--- config.mk ---
export PLATFORM = sky130hd
export DESIGN_NAME = pwm_multi_channel_flat
export DESIGN_NICKNAME = d
export VERILOG_FILES = /design/src/rtl/pwm_pkg.sv /design/src/rtl/pwm_multi_channel_if.sv /design/src/rtl/pwm_channel.sv /design/src/rtl/pwm_multi_channel.sv /design/src/flat_wrapper.sv
export SDC_FILE = /design/constraint.sdc
export NUM_CORES = 1
export LEC_CHECK = 0
export BUFFER_PORTS_ARGS = -buffer_cell sky130_fd_sc_hd__buf_2
export CORE_ASPECT_RATIO = 0.75
export CORE_MARGIN = 5
export CORE_UTILIZATION = 55
export CTS_CLUSTER_SIZE = 20
export DETAILED_ROUTE_END_ITERATION = 7
export PLACE_DENSITY = 0.71
export SKIP_LAST_GASP = 1
export SLEW_MARGIN = 5
export SYNTH_ARGS = -nofsm -noshare
export SYNTH_HDL_FRONTEND = slang
export SYNTH_SLANG_ARGS = --single-unit
--- constraint.sdc ---
create_clock -name clk -period 11.4 [get_ports clk]
set_input_delay 0 -clock clk [delete_from_list [all_inputs] [get_ports clk]]
set_output_delay 0 -clock clk [all_outputs]
set_load 0.01 [all_outputs]
--- src/rtl/pwm_pkg.sv ---
// Shared types and defaults for the multi-channel PWM block.
//   pwm_mode_e : channel alignment mode (EDGE = sawtooth, CENTER = triangle)
//   NUM_CH_DEF / CNT_W_DEF : default channel count and counter width
//   ch_w()     : channel index width, never less than one bit
package pwm_pkg;

  localparam int unsigned NUM_CH_DEF = 4;
  localparam int unsigned CNT_W_DEF  = 16;

  typedef enum logic {
    EDGE   = 1'b0,
    CENTER = 1'b1
  } pwm_mode_e;

  function automatic int unsigned ch_w(int unsigned n);
    return (n > 1) ? $clog2(n) : 1;
  endfunction

endpackage

--- src/rtl/pwm_multi_channel_if.sv ---
// Configuration write bus for pwm_multi_channel.
//   cfg_valid  : write request (master)
//   cfg_ready  : write accepted when high together with cfg_valid (slave)
//   cfg_ch     : target channel
//   cfg_period : period (edge mode) or half-period (center mode) in clocks
//   cfg_duty   : high time in clocks
//   cfg_center : 0 = edge-aligned, 1 = center-aligned
interface pwm_multi_channel_if
  import pwm_pkg::*;
#(
  parameter int unsigned CH_W  = ch_w(NUM_CH_DEF),
  parameter int unsigned CNT_W = CNT_W_DEF
) ();

  logic             cfg_valid;
  logic             cfg_ready;
  logic [CH_W-1:0]  cfg_ch;
  logic [CNT_W-1:0] cfg_period;
  logic [CNT_W-1:0] cfg_duty;
  logic             cfg_center;

  modport master (
    output cfg_valid, cfg_ch, cfg_period, cfg_duty, cfg_center,
    input  cfg_ready
  );

  modport slave (
    input  cfg_valid, cfg_ch, cfg_period, cfg_duty, cfg_center,
    output cfg_ready
  );

endinterface

--- src/rtl/pwm_channel.sv ---
// One PWM channel with double-buffered configuration.
//   clk_i, rst_i    : clock, synchronous active-high reset
//   en_i, sync_i    : global run, counter restart
//   wr_i, wr_*_i    : shadow register load (period, duty, mode)
//   pend_o          : shadow holds a not-yet-applied configuration
//   active_o        : active period is non-zero
//   pwm_o, pe_o     : registered PWM output and period-end pulse
module pwm_channel
  import pwm_pkg::*;
#(
  parameter int unsigned CNT_W = CNT_W_DEF
) (
  input  logic             clk_i,
  input  logic             rst_i,
  input  logic             en_i,
  input  logic             sync_i,
  input  logic             wr_i,
  input  logic [CNT_W-1:0] wr_period_i,
  input  logic [CNT_W-1:0] wr_duty_i,
  input  pwm_mode_e        wr_mode_i,
  output logic             pend_o,
  output logic             active_o,
  output logic             pwm_o,
  output logic             pe_o
);

  typedef struct packed {
    logic [CNT_W-1:0] period;
    logic [CNT_W-1:0] duty;
    pwm_mode_e        mode;
  } cfg_t;

  localparam logic [CNT_W-1:0] CntOne = CNT_W'(1);

  cfg_t             act_q, act_d, shd_q, shd_d;
  logic             pend_q, pend_d;
  logic             run_q, run_d;    // counter is live in the current cycle
  logic             down_q, down_d;  // center mode down phase
  logic [CNT_W-1:0] cnt_q, cnt_d;
  logic             pwm_q, pwm_d, pe_q, pe_d;
  logic             apply;

  always_comb begin
    // Shadow takes over at a period boundary, on restart, or whenever the channel is idle.
    apply  = pend_q && (sync_i || !en_i || !run_q || pe_q);
    act_d  = apply ? shd_q : act_q;
    shd_d  = shd_q;
    pend_d = pend_q && !apply;
    if (wr_i) begin
      shd_d  = '{period: wr_period_i, duty: wr_duty_i, mode: wr_mode_i};
      pend_d = 1'b1;
    end

    run_d  = en_i && (act_d.period != '0);
    cnt_d  = '0;
    down_d = 1'b0;
    // A fresh start or restart begins at zero; otherwise advance with the outgoing config,
    // which lands on zero/up exactly when a new config is applied at the period end.
    if (run_d && run_q && !sync_i) begin
      if (act_q.mode == EDGE) begin
        cnt_d = (cnt_q == act_q.period - CntOne) ? '0 : cnt_q + CntOne;
      end else if (!down_q) begin
        down_d = (cnt_q == act_q.period - CntOne);
        cnt_d  = down_d ? cnt_q : cnt_q + CntOne;
      end else begin
        down_d = (cnt_q != '0);
        cnt_d  = down_d ? cnt_q - CntOne : '0;
      end
    end

    pwm_d = run_d && (cnt_d < act_d.duty);
    pe_d  = run_d && ((act_d.mode == EDGE) ? (cnt_d == act_d.period - CntOne)
                                           : (down_d && (cnt_d == '0)));
  end

  always_ff @(posedge clk_i) begin
    if (rst_i) begin
      act_q  <= '0;
      shd_q  <= '0;
      pend_q <= 1'b0;
      run_q  <= 1'b0;
      down_q <= 1'b0;
      cnt_q  <= '0;
      pwm_q  <= 1'b0;
      pe_q   <= 1'b0;
    end else begin
      act_q  <= act_d;
      shd_q  <= shd_d;
      pend_q <= pend_d;
      run_q  <= run_d;
      down_q <= down_d;
      cnt_q  <= cnt_d;
      pwm_q  <= pwm_d;
      pe_q   <= pe_d;
    end
  end

  assign pend_o   = pend_q;
  assign active_o = (act_q.period != '0);
  assign pwm_o    = pwm_q;
  assign pe_o     = pe_q;

endmodule

--- src/rtl/pwm_multi_channel.sv ---
// Multi-channel PWM generator: config decode, ready mux and busy reduction around
// NUM_CH pwm_channel instances.
//   clk, rst        : clock, synchronous active-high reset
//   enable          : global run; low holds all channels idle
//   sync_in         : restart all channel counters
//   cfg             : configuration write bus (slave side)
//   pwm_out         : registered PWM outputs
//   period_end      : one-cycle pulse on the last cycle of each channel period
//   busy            : enable high and at least one channel has a non-zero period
module pwm_multi_channel
  import pwm_pkg::*;
#(
  parameter int unsigned NUM_CH = NUM_CH_DEF,
  parameter int unsigned CNT_W  = CNT_W_DEF,
  parameter int unsigned CH_W   = ch_w(NUM_CH)
) (
  input  logic                clk,
  input  logic                rst,
  input  logic                enable,
  input  logic                sync_in,
  pwm_multi_channel_if.slave  cfg,
  output logic [NUM_CH-1:0]   pwm_out,
  output logic [NUM_CH-1:0]   period_end,
  output logic                busy
);

  localparam int unsigned NumSlots = 2 ** CH_W;

  logic [NUM_CH-1:0]   pend;
  logic [NUM_CH-1:0]   active;
  logic [NumSlots-1:0] pend_slot;
  logic                xfer;

  // Unpopulated channel indices read as never pending, so writes to them are
  // accepted and dropped.
  always_comb begin
    pend_slot              = '0;
    pend_slot[NUM_CH-1:0]  = pend;
  end

  assign cfg.cfg_ready = !pend_slot[cfg.cfg_ch];
  assign xfer          = cfg.cfg_valid && cfg.cfg_ready;
  assign busy          = enable && (|active);

  for (genvar i = 0; i < NUM_CH; i++) begin : g_ch
    pwm_channel #(
      .CNT_W (CNT_W)
    ) u_ch (
      .clk_i       (clk),
      .rst_i       (rst),
      .en_i        (enable),
      .sync_i      (sync_in),
      .wr_i        (xfer && (cfg.cfg_ch == CH_W'(i))),
      .wr_period_i (cfg.cfg_period),
      .wr_duty_i   (cfg.cfg_duty),
      .wr_mode_i   (pwm_mode_e'(cfg.cfg_center)),
      .pend_o      (pend[i]),
      .active_o    (active[i]),
      .pwm_o       (pwm_out[i]),
      .pe_o        (period_end[i])
    );
  end

endmodule

--- src/flat_wrapper.sv ---
// flat-port wrapper written by rule: the top's interface ports become plain ports
module pwm_multi_channel_flat import pwm_pkg::*;
#(
  parameter int unsigned NUM_CH = NUM_CH_DEF,
  parameter int unsigned CNT_W  = CNT_W_DEF,
  parameter int unsigned CH_W   = ch_w(NUM_CH)
)
  (clk, rst, enable, sync_in, pwm_out, period_end, busy, cfg_cfg_valid, cfg_cfg_ch, cfg_cfg_period, cfg_cfg_duty, cfg_cfg_center, cfg_cfg_ready);
  pwm_multi_channel_if #(.CH_W(CH_W), .CNT_W(CNT_W)) cfg_i ();
  input  logic clk;
  input  logic rst;
  input  logic enable;
  input  logic sync_in;
  output logic [NUM_CH-1:0] pwm_out;
  output logic [NUM_CH-1:0] period_end;
  output logic busy;
  input wire logic [$bits(cfg_i.cfg_valid)-1:0] cfg_cfg_valid;
  input wire logic [$bits(cfg_i.cfg_ch)-1:0] cfg_cfg_ch;
  input wire logic [$bits(cfg_i.cfg_period)-1:0] cfg_cfg_period;
  input wire logic [$bits(cfg_i.cfg_duty)-1:0] cfg_cfg_duty;
  input wire logic [$bits(cfg_i.cfg_center)-1:0] cfg_cfg_center;
  output wire logic [$bits(cfg_i.cfg_ready)-1:0] cfg_cfg_ready;
  assign cfg_i.cfg_valid = cfg_cfg_valid;
  assign cfg_i.cfg_ch = cfg_cfg_ch;
  assign cfg_i.cfg_period = cfg_cfg_period;
  assign cfg_i.cfg_duty = cfg_cfg_duty;
  assign cfg_i.cfg_center = cfg_cfg_center;
  assign cfg_cfg_ready = cfg_i.cfg_ready;
  pwm_multi_channel #(.NUM_CH(NUM_CH), .CNT_W(CNT_W), .CH_W(CH_W)) u_core (.clk(clk), .rst(rst), .enable(enable), .sync_in(sync_in), .cfg(cfg_i), .pwm_out(pwm_out), .period_end(period_end), .busy(busy));
endmodule
### Word-level counts from Yosys, hierarchy flattened

Index checks and enable logic that the tools add are counted.

* register bits after elaboration: 348
* input bits: 40
* output and inout port bits: 10
* logic and storage cells: 206

* $add $sub $neg: 16
* order comparisons: 5
* eq/ne operators: 11
* mux-type cells: 50
* reduce and logical (&&, ||, !) cells: 76

Operators by type and width (count)
* two-way mux 16 bit: 24
* nonzero test 16 bit: 12
* subtractor 16 x 1 -> 16 bit, second input constant: 12
* two-way mux 33 bit: 4
* equality test 16 bit: 8
* adder 16 x 1 -> 16 bit, second input constant: 4
* logical NOT 16 bit: 4
* < comparator 16 bit: 4
* logical AND 1 bit: 38
* two-way mux 1 bit: 21
* logical NOT 1 bit: 11
* logical OR 1 bit: 9
* equality test 2 bit, second input constant: 2
* OR reduction 4 bit: 1
* < comparator 2 x 3 -> 1 bit, second input constant: 1
* binary-select mux 1 bit (select 2 bit): 1
* equality test 2 x 1 -> 1 bit, second input constant: 1
* logical NOT 2 bit: 1

### Logic depth before layout (Yosys ltp)

Gate-level depths: netlist of the first run.

* word-level depth: 15
* depth in mapped cells: 28

### Modules after synthesis

From an unflattened synthesis of the first run, not the netlist that was laid out.

* cells, all modules: 3210
* area, all modules: 25522.0 µm²

Modules (own cells, without submodules)
* pwm_channel (u_core.g_ch[0].u_ch ...): times used 2, cells an instance 811, area each 6498.7 µm²
* pwm_channel (u_core.g_ch[2].u_ch ...): times used 2, cells an instance 790, area each 6224.7 µm²
* pwm_multi_channel: times used 1, cells an instance 8, area each 75.1 µm²

### Worst setup path after synthesis of the first run

No wires, ideal clock.

* path kind: register to register
* start point: reg u_core.g_ch[0].u_ch.pe_q
* end point: reg u_core.g_ch[0].u_ch.pwm_q
* library setup time: 0.074 ns
* data arrival time: 6.047 ns
* data required time: 11.326 ns
* slack: 5.279 ns
* stages on the path, launching flop included: 28
* clock period less this slack: 6.121 ns
* cells stage by stage: dfxtp_1 nor4bb_1 nand2b_1 clkbuf_1 buf_1 clkbuf_1 buf_1 mux2i_1 ha_1 clkbuf_1 or3b_2 nor4_1 nor3_1 nor2_1 clkbuf_1 buf_1 nor2_1 ha_1 a21o_1 a21oi_1 nor2b_1 o21ai_0 nand2b_1 a21oi_1 nor2b_1 o21ai_0 nand3_1 a31oi_1

* cells in the longest elaborated chain, start to end: 10

Ends and longest elaborated chain
* from (decl): RTL line pwm_channel.sv:40 `logic pwm_q, pwm_d, pe_q, pe_d;`
* from (signal assigned): RTL line pwm_channel.sv:94 `pe_q <= pe_d;`
* logical OR 1 bit: RTL line pwm_channel.sv:45 `apply = pend_q && (sync_i || !en_i || !run_q || pe_q);`
* logical AND 1 bit: RTL line pwm_channel.sv:45
* two-way mux 33 bit: RTL line pwm_channel.sv:46 `act_d = apply ? shd_q : act_q;`
* nonzero test 16 bit: RTL line pwm_channel.sv:54 `run_d = en_i && (act_d.period != '0);`
* logical AND 1 bit: RTL line pwm_channel.sv:54
* logical AND 1 bit (2 in series): RTL line pwm_channel.sv:59 `if (run_d && run_q && !sync_i) begin`
* two-way mux 16 bit: RTL line pwm_channel.sv:59
* named net u_core.g_ch[0].u_ch.cnt_d[9]: RTL line pwm_channel.sv:39 `logic [CNT_W-1:0] cnt_q, cnt_d;`
* < comparator 16 bit: RTL line pwm_channel.sv:71 `pwm_d = run_d && (cnt_d < act_d.duty);`
* logical AND 1 bit: RTL line pwm_channel.sv:71
* to (signal assigned): RTL line pwm_channel.sv:93 `pwm_q <= pwm_d;`
* to (decl): RTL line pwm_channel.sv:40

The timed path passes the listed nets, and every way through them passes these cells.
A chain may end at the register's enable or synchronous reset.

### Worst setup path in the final report of the first run

Same ends and word-level chain as after synthesis.

==> metrics.cfg, run 1 <==
[outcome]
run_status = finished clean

[detailed_routing]
antenna_left = 0
via_per_inst = 6.518
wl_um = 88300
wl_per_cell_um = 22.51
drcViolationCount = 0
drt_first_pass_iters = 5
drt_iter0_drc = 3110
vias = 25569

[pwr]
p_sw_mw = 0.7184
cellLeakagePower_nw = 10.98
seqPwrFrac_pct = 45.1
power_density_nw_per_um2 = 104.3
swShare_pct = 25.85
combinationalPowerShare_pct = 9.0
ir_drop_mv = 0.1198
power.total_mw = 2.779
intPower_mw = 2.061
p_clk_share_pct = 45.9

[timing]
finalMaxSlewViolations = 0
rsz0062_at_grt = no
setup_viol = 0
relSlewSlack_pct = 15.13
max_freq_mhz = 170.1
tns_ns = 0
finalCriticalPeriod_ns = 5.879
finalClockSkew_ns = 0.01860
finalHoldViolCount = 0
post-route-period-util_pct = 51.57
tightest_slew_ns = 1.273

[global_routing]
grt_max_degree = 96
grt_use_total_pct = 34.13
antenna_found_initial = 2
grt.overflow.total = 0
grt_pass1_wl_um = 136000
grt_pass1_vias = 23493

[critical_path]
crit_buf_inv = 3
crit_type = flop to flop
crit_chain = nor4bb_1 -> nand2b_2 -> buf_4 -> mux2i_1 -> ha_1 -> or4b_2 -> nor4_1 -> nor3_1 -> nor2_1 -> buf_4 -> a21oi_1 -> o21ai_0 -> inv_1 -> ha_1 -> a21oi_1 -> nor2b_1 -> o21ai_0 -> nand2b_1 -> a21oi_1 -> nor2b_1 -> o21ai_0 -> nand3_1 -> a31oi_1
arrival_ns = 6.35
cp_slowest_stage_delay_ns = 0.62
critical-path-top-delay-family = simple AND/OR/NAND/NOR gates
slowest_stage = or4b_2
start_kind = flop
critical_path.max_fanout = 46
critPathCaptureType = flop
required_ns = 11.87

[clocking]
cts_tree = yes
clock_latency_ns = 0.55
clock-root-buffer = clkbuf_16
cts_setup_buffers = 0
clk_pin_slew_ns = 0.06
clock_path_buffers = 3
h-tree-depth = 2
cts-buffers-inserted = 37
cts_sinks = 348

[logic_synthesis]
synth-seq-cells = 348
avgSynthCellArea_um2 = 7.285
synth_flop_cell = dfxtp_1
async_flop_share_pct = 0
yosysSeqAreaShare_pct = 28.17
syn_inst = 3395
ys_types = 93
synth_edf_count = 0
ys_warn_count = 0
syn-num-nets = 3516
syn_area_um2 = 24730

[die]
ioPinCount = 50
die_x_um = 254.9
die_h_um = 193.7
num_rows = 67
fp.coreArea_um2 = 44600
die_area_um2 = 49360
initial_core_util_pct = 55.46

[finish]
syn2layout_area_growth_pct = 7.730
final_area_um2 = 26650
drive_gt1_share_pct = 5.937
nNetsFinal = 3427
mostFrequentLayoutCells = 503 x nand2_1, 377 x nor2_1, 348 x dfxtp_1
instances_no_fill = 3923
mostFrequentLayoutCell = nand2_1
fin_util_pct = 59.75

[placement]
dp.cells = 3817
port_buffers = 49
placed_cell_area_um2 = 25010
routabilityCongestion = 1.001
dp_hpwl_um = 65230

[job]
cap_violations = 0

[hold_path]
hold_class = input port to flop

flip-flops by register name, summed over array words and instances, names as in the netlist:
| name | flops |
|---|---|
| u_core.g_ch.u_ch.pe_o | 4 |
| u_core.g_ch.u_ch.pwm_o | 4 |
| u_core.g_ch.u_ch.down_q | 4 |
| u_core.g_ch.u_ch.cnt_q | 64 |
| u_core.g_ch.u_ch.shd_q | 132 |
| u_core.g_ch.u_ch.pend_o | 4 |
| u_core.g_ch.u_ch.run_q | 4 |
| u_core.g_ch.u_ch.act_q | 132 |
Yosys cell counts, types with 8 or more instances:
cell,count,area (um^2)
and2_1,15,93.84
dfxtp_1,348,6967
o22ai_1,27,168.9
nand4_1,51,319.1
nor4b_1,8,70.07
or2_2,17,106.4
ha_1,81,1013
a2111oi_0,8,70.07
xnor2_1,139,1217
nor2_1,377,1415
clkbuf_1,212,795.8
a31oi_1,23,143.9
nand3b_1,15,112.6
nand3_1,95,475.5
or3_1,50,312.8
nand4b_1,10,87.58
xor2_1,98,858.3
buf_4,10,75.07
nand2_1,506,1899
a21oi_1,302,1511
o31ai_1,21,157.7
and3_1,33,206.5
a211oi_1,21,157.7
o21ai_0,120,600.6
nor3_1,112,560.5
a221oi_1,11,96.34
a211o_1,9,78.83
buf_1,15,56.30
inv_1,86,322.8
nor2b_1,55,344.1
nand2b_1,45,281.5
o21a_1,22,165.2
o221ai_1,11,96.34
nor4_1,63,394.1
o211ai_1,16,120.1
or4_1,39,292.8
mux2i_1,117,1171
nor3b_1,14,105.1
o41ai_1,9,78.83
a22oi_1,8,60.06
a21o_1,18,135.1
power groups by stage:
stage                     sequential, mW  combinational [mW]  clock, mW
after floorplan                     1.27               0.159          0
after global placement              1.28               0.231          0
after detailed placement            1.28               0.233          0
after CTS                           1.25               0.244       1.29
after global routing                1.26               0.269       1.34
final                               1.25               0.251       1.27
final timing paths:
check                                                  from                                        end  slack [ns]  cells after the start
setup reg to reg        u_core.g_ch[0].u_ch.pe_o$_SDFF_PP0_       u_core.g_ch[0].u_ch.pwm_o$_SDFF_PP0_        5.52                     23
setup / recovery        u_core.g_ch[0].u_ch.pe_o$_SDFF_PP0_       u_core.g_ch[0].u_ch.pwm_o$_SDFF_PP0_        5.52                     23
hold reg to reg   u_core.g_ch[3].u_ch.shd_q[1]$_SDFFE_PP0P_  u_core.g_ch[3].u_ch.shd_q[1]$_SDFFE_PP0P_        0.45                      2
hold / removal                                      sync_in      u_core.g_ch[0].u_ch.pend_o$_SDFF_PP0_        0.06                      4
cells by family (layout without fill, tap and decap cells):
group                    count (synthesis)  in the layout  share of synthesized area [%]
buffers and inverters                  336            276                          5.347
XOR/XNOR                               243            243                          8.944
AO/OA/AOI/OAI                          722            722                          18.34
adder cells (fa/ha/maj)                 81             81                          4.098
other                                    0              2                              0
multiplexers                           123            123                          5.008
AND/OR/NAND/NOR                       1542           1542                          30.10
flip-flops                             348            348                          28.17
through the flow:
stage               setup WS, ns  hold slack (ns)
global route               4.898          0.04102
detailed placement         5.555           0.3318
floorplan                  5.279           0.1300
CTS                        5.557          0.01926
finish                     5.521          0.06184
global placement           5.760           0.3306
timing repair:
item / in CTS / in global routing
hold endpoints to repair: 172 / 0
setup endpoints to repair: 0 / 0
resized for setup: 0 / 0
hold buffers: 36 / 0
worst reg2reg max path, stage by stage, from the launching register on:
cell      delay, ns
dfxtp_1        0.34
nor4bb_1       0.44
nand2b_2       0.20
buf_4          0.52
mux2i_1        0.44
ha_1           0.48
or4b_2         0.62
nor4_1         0.51
nor3_1         0.09
nor2_1         0.12
buf_4          0.29
a21oi_1        0.06
o21ai_0        0.18
inv_1          0.09
ha_1           0.32
a21oi_1        0.14
nor2b_1        0.06
o21ai_0        0.15
nand2b_1       0.08
a21oi_1        0.18
nor2b_1        0.08
o21ai_0        0.16
nand3_1        0.10
a31oi_1        0.15
metal layers:
| layer | vias to the layer above | global-route usage (%) | part of all wire, % |
|---|---|---|---|
| met5 | - | 0 | 0.017 |
| met2 | 1400 | 48.34 | 41 |
| met1 | 12151 | 52.12 | 45 |
| met3 | 178 | 7.389 | 11 |
| met4 | 2 | 9.215 | 2.7 |
| li1 | 11838 | - | - |
area by class of cell:
type	instances	area [um^2]
clock inverters	16	183.9
inverters	90	337.8
repair buffers	118	863.3
well taps	586	733.2
fillers	4140	17950
clock buffers	52	1085
multi-input cells	2711	16470
flip-flops and latches	348	6967
diodes	2	5.005
No activity file was read; power rests on OpenSTA's default activity.
==> run 2: changes to the inputs <==
--- a/config.mk
+++ b/config.mk
@@ -5,13 +5,14 @@
 export SDC_FILE = /design/constraint.sdc
 export NUM_CORES = 1
 export LEC_CHECK = 0
+export ABC_AREA = 1
 export BUFFER_PORTS_ARGS = -buffer_cell sky130_fd_sc_hd__buf_2
 export CORE_ASPECT_RATIO = 0.75
 export CORE_MARGIN = 5
 export CORE_UTILIZATION = 55
 export CTS_CLUSTER_SIZE = 20
 export DETAILED_ROUTE_END_ITERATION = 7
-export PLACE_DENSITY = 0.71
+export PLACE_DENSITY = 0.74
 export SKIP_LAST_GASP = 1
 export SLEW_MARGIN = 5
 export SYNTH_ARGS = -nofsm -noshare
==> constraint.sdc (replaced) <==
create_clock -name clk -period 4.84 [get_ports clk]
set_input_delay 0 -clock clk [delete_from_list [all_inputs] [get_ports clk]]
set_output_delay 0 -clock clk [all_outputs]
set_load 0.01 [all_outputs]
==> metrics.cfg, run 2 <==
[clocking]
h-tree-depth = 2
cts_resized = 0
cts_sinks = 348
clock_path_buffers = 3
clock_latency_ns = 0.55
clk_pin_slew_ns = 0.06
ctsHoldBuffers = 35
cts_tree = yes
clock-root-buffer = clkbuf_16
cts-buffers-inserted = 37
cts_setup_buffers = 0

[finish]
mostFrequentLayoutCell = nand2_1
nNetsFinal = 4151
drive_gt1_share_pct = 8.231
top_regs = u_core.g_ch.u_ch.act_q x132, u_core.g_ch.u_ch.shd_q x132, u_core.g_ch.u_ch.cnt_q x64
syn2layout_area_growth_pct = 8.043
fillers = 4392
fin_util_pct = 60.26
mostFrequentLayoutCells = 909 x nand2_1, 587 x nor2_1, 580 x inv_1

[outcome]
run_status = finished clean

[logic_synthesis]
synth_top_area_share_pct = 27.85
avgSynthCellArea_um2 = 6.184
ys_types = 59
synth_flop_cell = dfxtp_1
ys_warn_count = 0
syn_area_um2 = 25010
syn-num-nets = 4166
async_flop_share_pct = 0
yosys.area.top_type = dfxtp_1
synth.most_common_cell = nand2_1
synthTopCellsByCount = 909 x nand2_1, 587 x nor2_1, 581 x inv_1, 348 x dfxtp_1, 314 x nand3_1
yosysSeqAreaShare_pct = 27.85
synth_edf_count = 0
syn_inst = 4045
synth_area_leaders = dfxtp_1 28%, nand2_1 14%, nor2_1 8.8%
synth-seq-cells = 348

[global_routing]
grt.overflow.total = 0
grt_pass1_wl_um = 125900
grt_use_total_pct = 30.58
grt_max_degree = 148
grt_pass1_vias = 22919
antenna_found_initial = 2

[placement]
routabilityCongestion = 0.9953
port_buffers = 49
dp_hpwl_um = 59240

[pwr]
ir_drop_mv = 0.3234
power_density_nw_per_um2 = 272.4
swShare_pct = 29.94
p_sw_mw = 2.204
seqPwrFrac_pct = 40.6
p_clk_share_pct = 41.8
combinationalPowerShare_pct = 17.6
cellLeakagePower_nw = 13.75
intPower_mw = 5.158

[critical_path]
crit_type = flop to flop
start_kind = flop
critPathCaptureType = flop
required_ns = 5.31
arrival_ns = 4.44
slowest_stage = dfxtp_1
cp_common_cell = nand2_1
critical-path-top-delay-family = simple AND/OR/NAND/NOR gates
cp_slowest_stage_delay_ns = 0.32
crit_buf_inv = 4
critical_path.max_fanout = 13

[detailed_routing]
drt_iter0_drc = 3139
drcViolationCount = 0
wl_um = 79700
drt_first_pass_iters = 6
wl_per_cell_um = 17.16
via_per_inst = 5.520
vias = 25644
antenna_left = 0

[hold_path]
hold_class = input port to flop

[timing]
rsz0062_at_grt = no
max_freq_mhz = 251.7
relSlewSlack_pct = 40.18
setup_viol = 0
post-route-period-util_pct = 82.07
tightest_slew_ns = 0.8861
hold_slack_ns = 0.04133
finalClockSkew_ns = 0.01765
finalCriticalPeriod_ns = 3.972
tns_ns = 0
finalMaxSlewViolations = 0
finalHoldViolCount = 0

[die]
die_h_um = 194.7
num_rows = 67
fp.coreArea_um2 = 44850
die_x_um = 256.3
ioPinCount = 50
initial_core_util_pct = 55.77
die_area_um2 = 49890

[job]
cap_violations = 0

run 2: cell types whose count changed after synthesis, sizes merged, moves of 45 or more:
cell,delta
nor3,-69
xnor2,-107
inv,+506
nand2b,-45
nand2,+449
nor2,+245
nand3,+228
nor4,-59
o21ai,+161
mux2i,-117
clkbuf,-100
nor2b,-54
or3,-50
run 2: final cells by class:
cell class                 count  area, um^2  area share, %
clock inverter                22       267.8         0.9907
antenna                        2       5.005        0.01852
multi-input combinational   2924       14900          55.14
sequential                   348        6967          25.78
timing repair buffer         115       847.1          3.134
tap                          586       733.2          2.713
clock buffer                  45        1037          3.838
inverter                     604        2267          8.389
run 2: final timing paths:
| path | from | endpoint | slack [ns] | cells after the start |
|---|---|---|---|---|
| min reg2reg | u_core.g_ch[3].u_ch.shd_q[29]$_SDFFE_PP0P_ | u_core.g_ch[3].u_ch.shd_q[29]$_SDFFE_PP0P_ | 0.44 | 2 |
| max reg2reg | u_core.g_ch[0].u_ch.act_q[17]$_SDFF_PP0_ | u_core.g_ch[0].u_ch.pe_o$_SDFF_PP0_ | 0.87 | 26 |
| max | u_core.g_ch[0].u_ch.act_q[17]$_SDFF_PP0_ | u_core.g_ch[0].u_ch.pe_o$_SDFF_PP0_ | 0.87 | 26 |
| min | sync_in | u_core.g_ch[2].u_ch.pend_o$_SDFF_PP0_ | 0.04 | 6 |
run 2: tightest hold or removal path: cells and delay by family:
kind	cells	cell delay, ns
AND/OR/NAND/NOR	3	0.32
buffers and inverters	2	0.15
AO/OA/AOI/OAI	1	0.06
run 2: power groups by stage:
stage	registers, mW	clock network, mW	logic [mW]
4_1_cts	2.99	3.11	1.27
6_report	2.99	3.07	1.30
3_3_place_gp	3.05	0	1.23
5_1_grt	2.99	3.23	1.44
3_5_place_dp	3.05	0	1.23
2_1_floorplan	3.03	0	0.930
run 2: cell families (layout without fill, tap and decap cells):
kind of cell               after synthesis  count (layout)  synth area share [%]
xor gates and xnor gates               167             167                 5.877
DFF                                    348             348                 27.85
AOI/OAI and AO/OA                      622             622                 14.02
buffers and inverters                  773             786                 12.60
and+or+nand+nor                       2054            2054                 35.61
other                                    0               2                     0
adders and majority gates               81              81                 4.052
run 2: routing by layer:
layer	routed length [um]	track usage (%)	vias up
met1	37150	47.14	11493
met2	31410	43.28	1255
met3	9112	6.162	150
met4	2029	7.732	0
li1	-	-	12746
met5	0	0	-
run 2: through the flow:
step           instances  instance area (um^2)  worst slack (ns)  total power [mW]
4_1_cts             4644                 27020            0.9526             7.361
3_5_place_dp        4542                 25370            0.9910             4.287
2_1_floorplan       4045                 25010             1.704             3.963
5_1_grt             4644                 27020            0.4943             7.673
3_3_place_gp        4542                 25370            0.9221             4.280
6_report            4646                 27030            0.8677             7.363
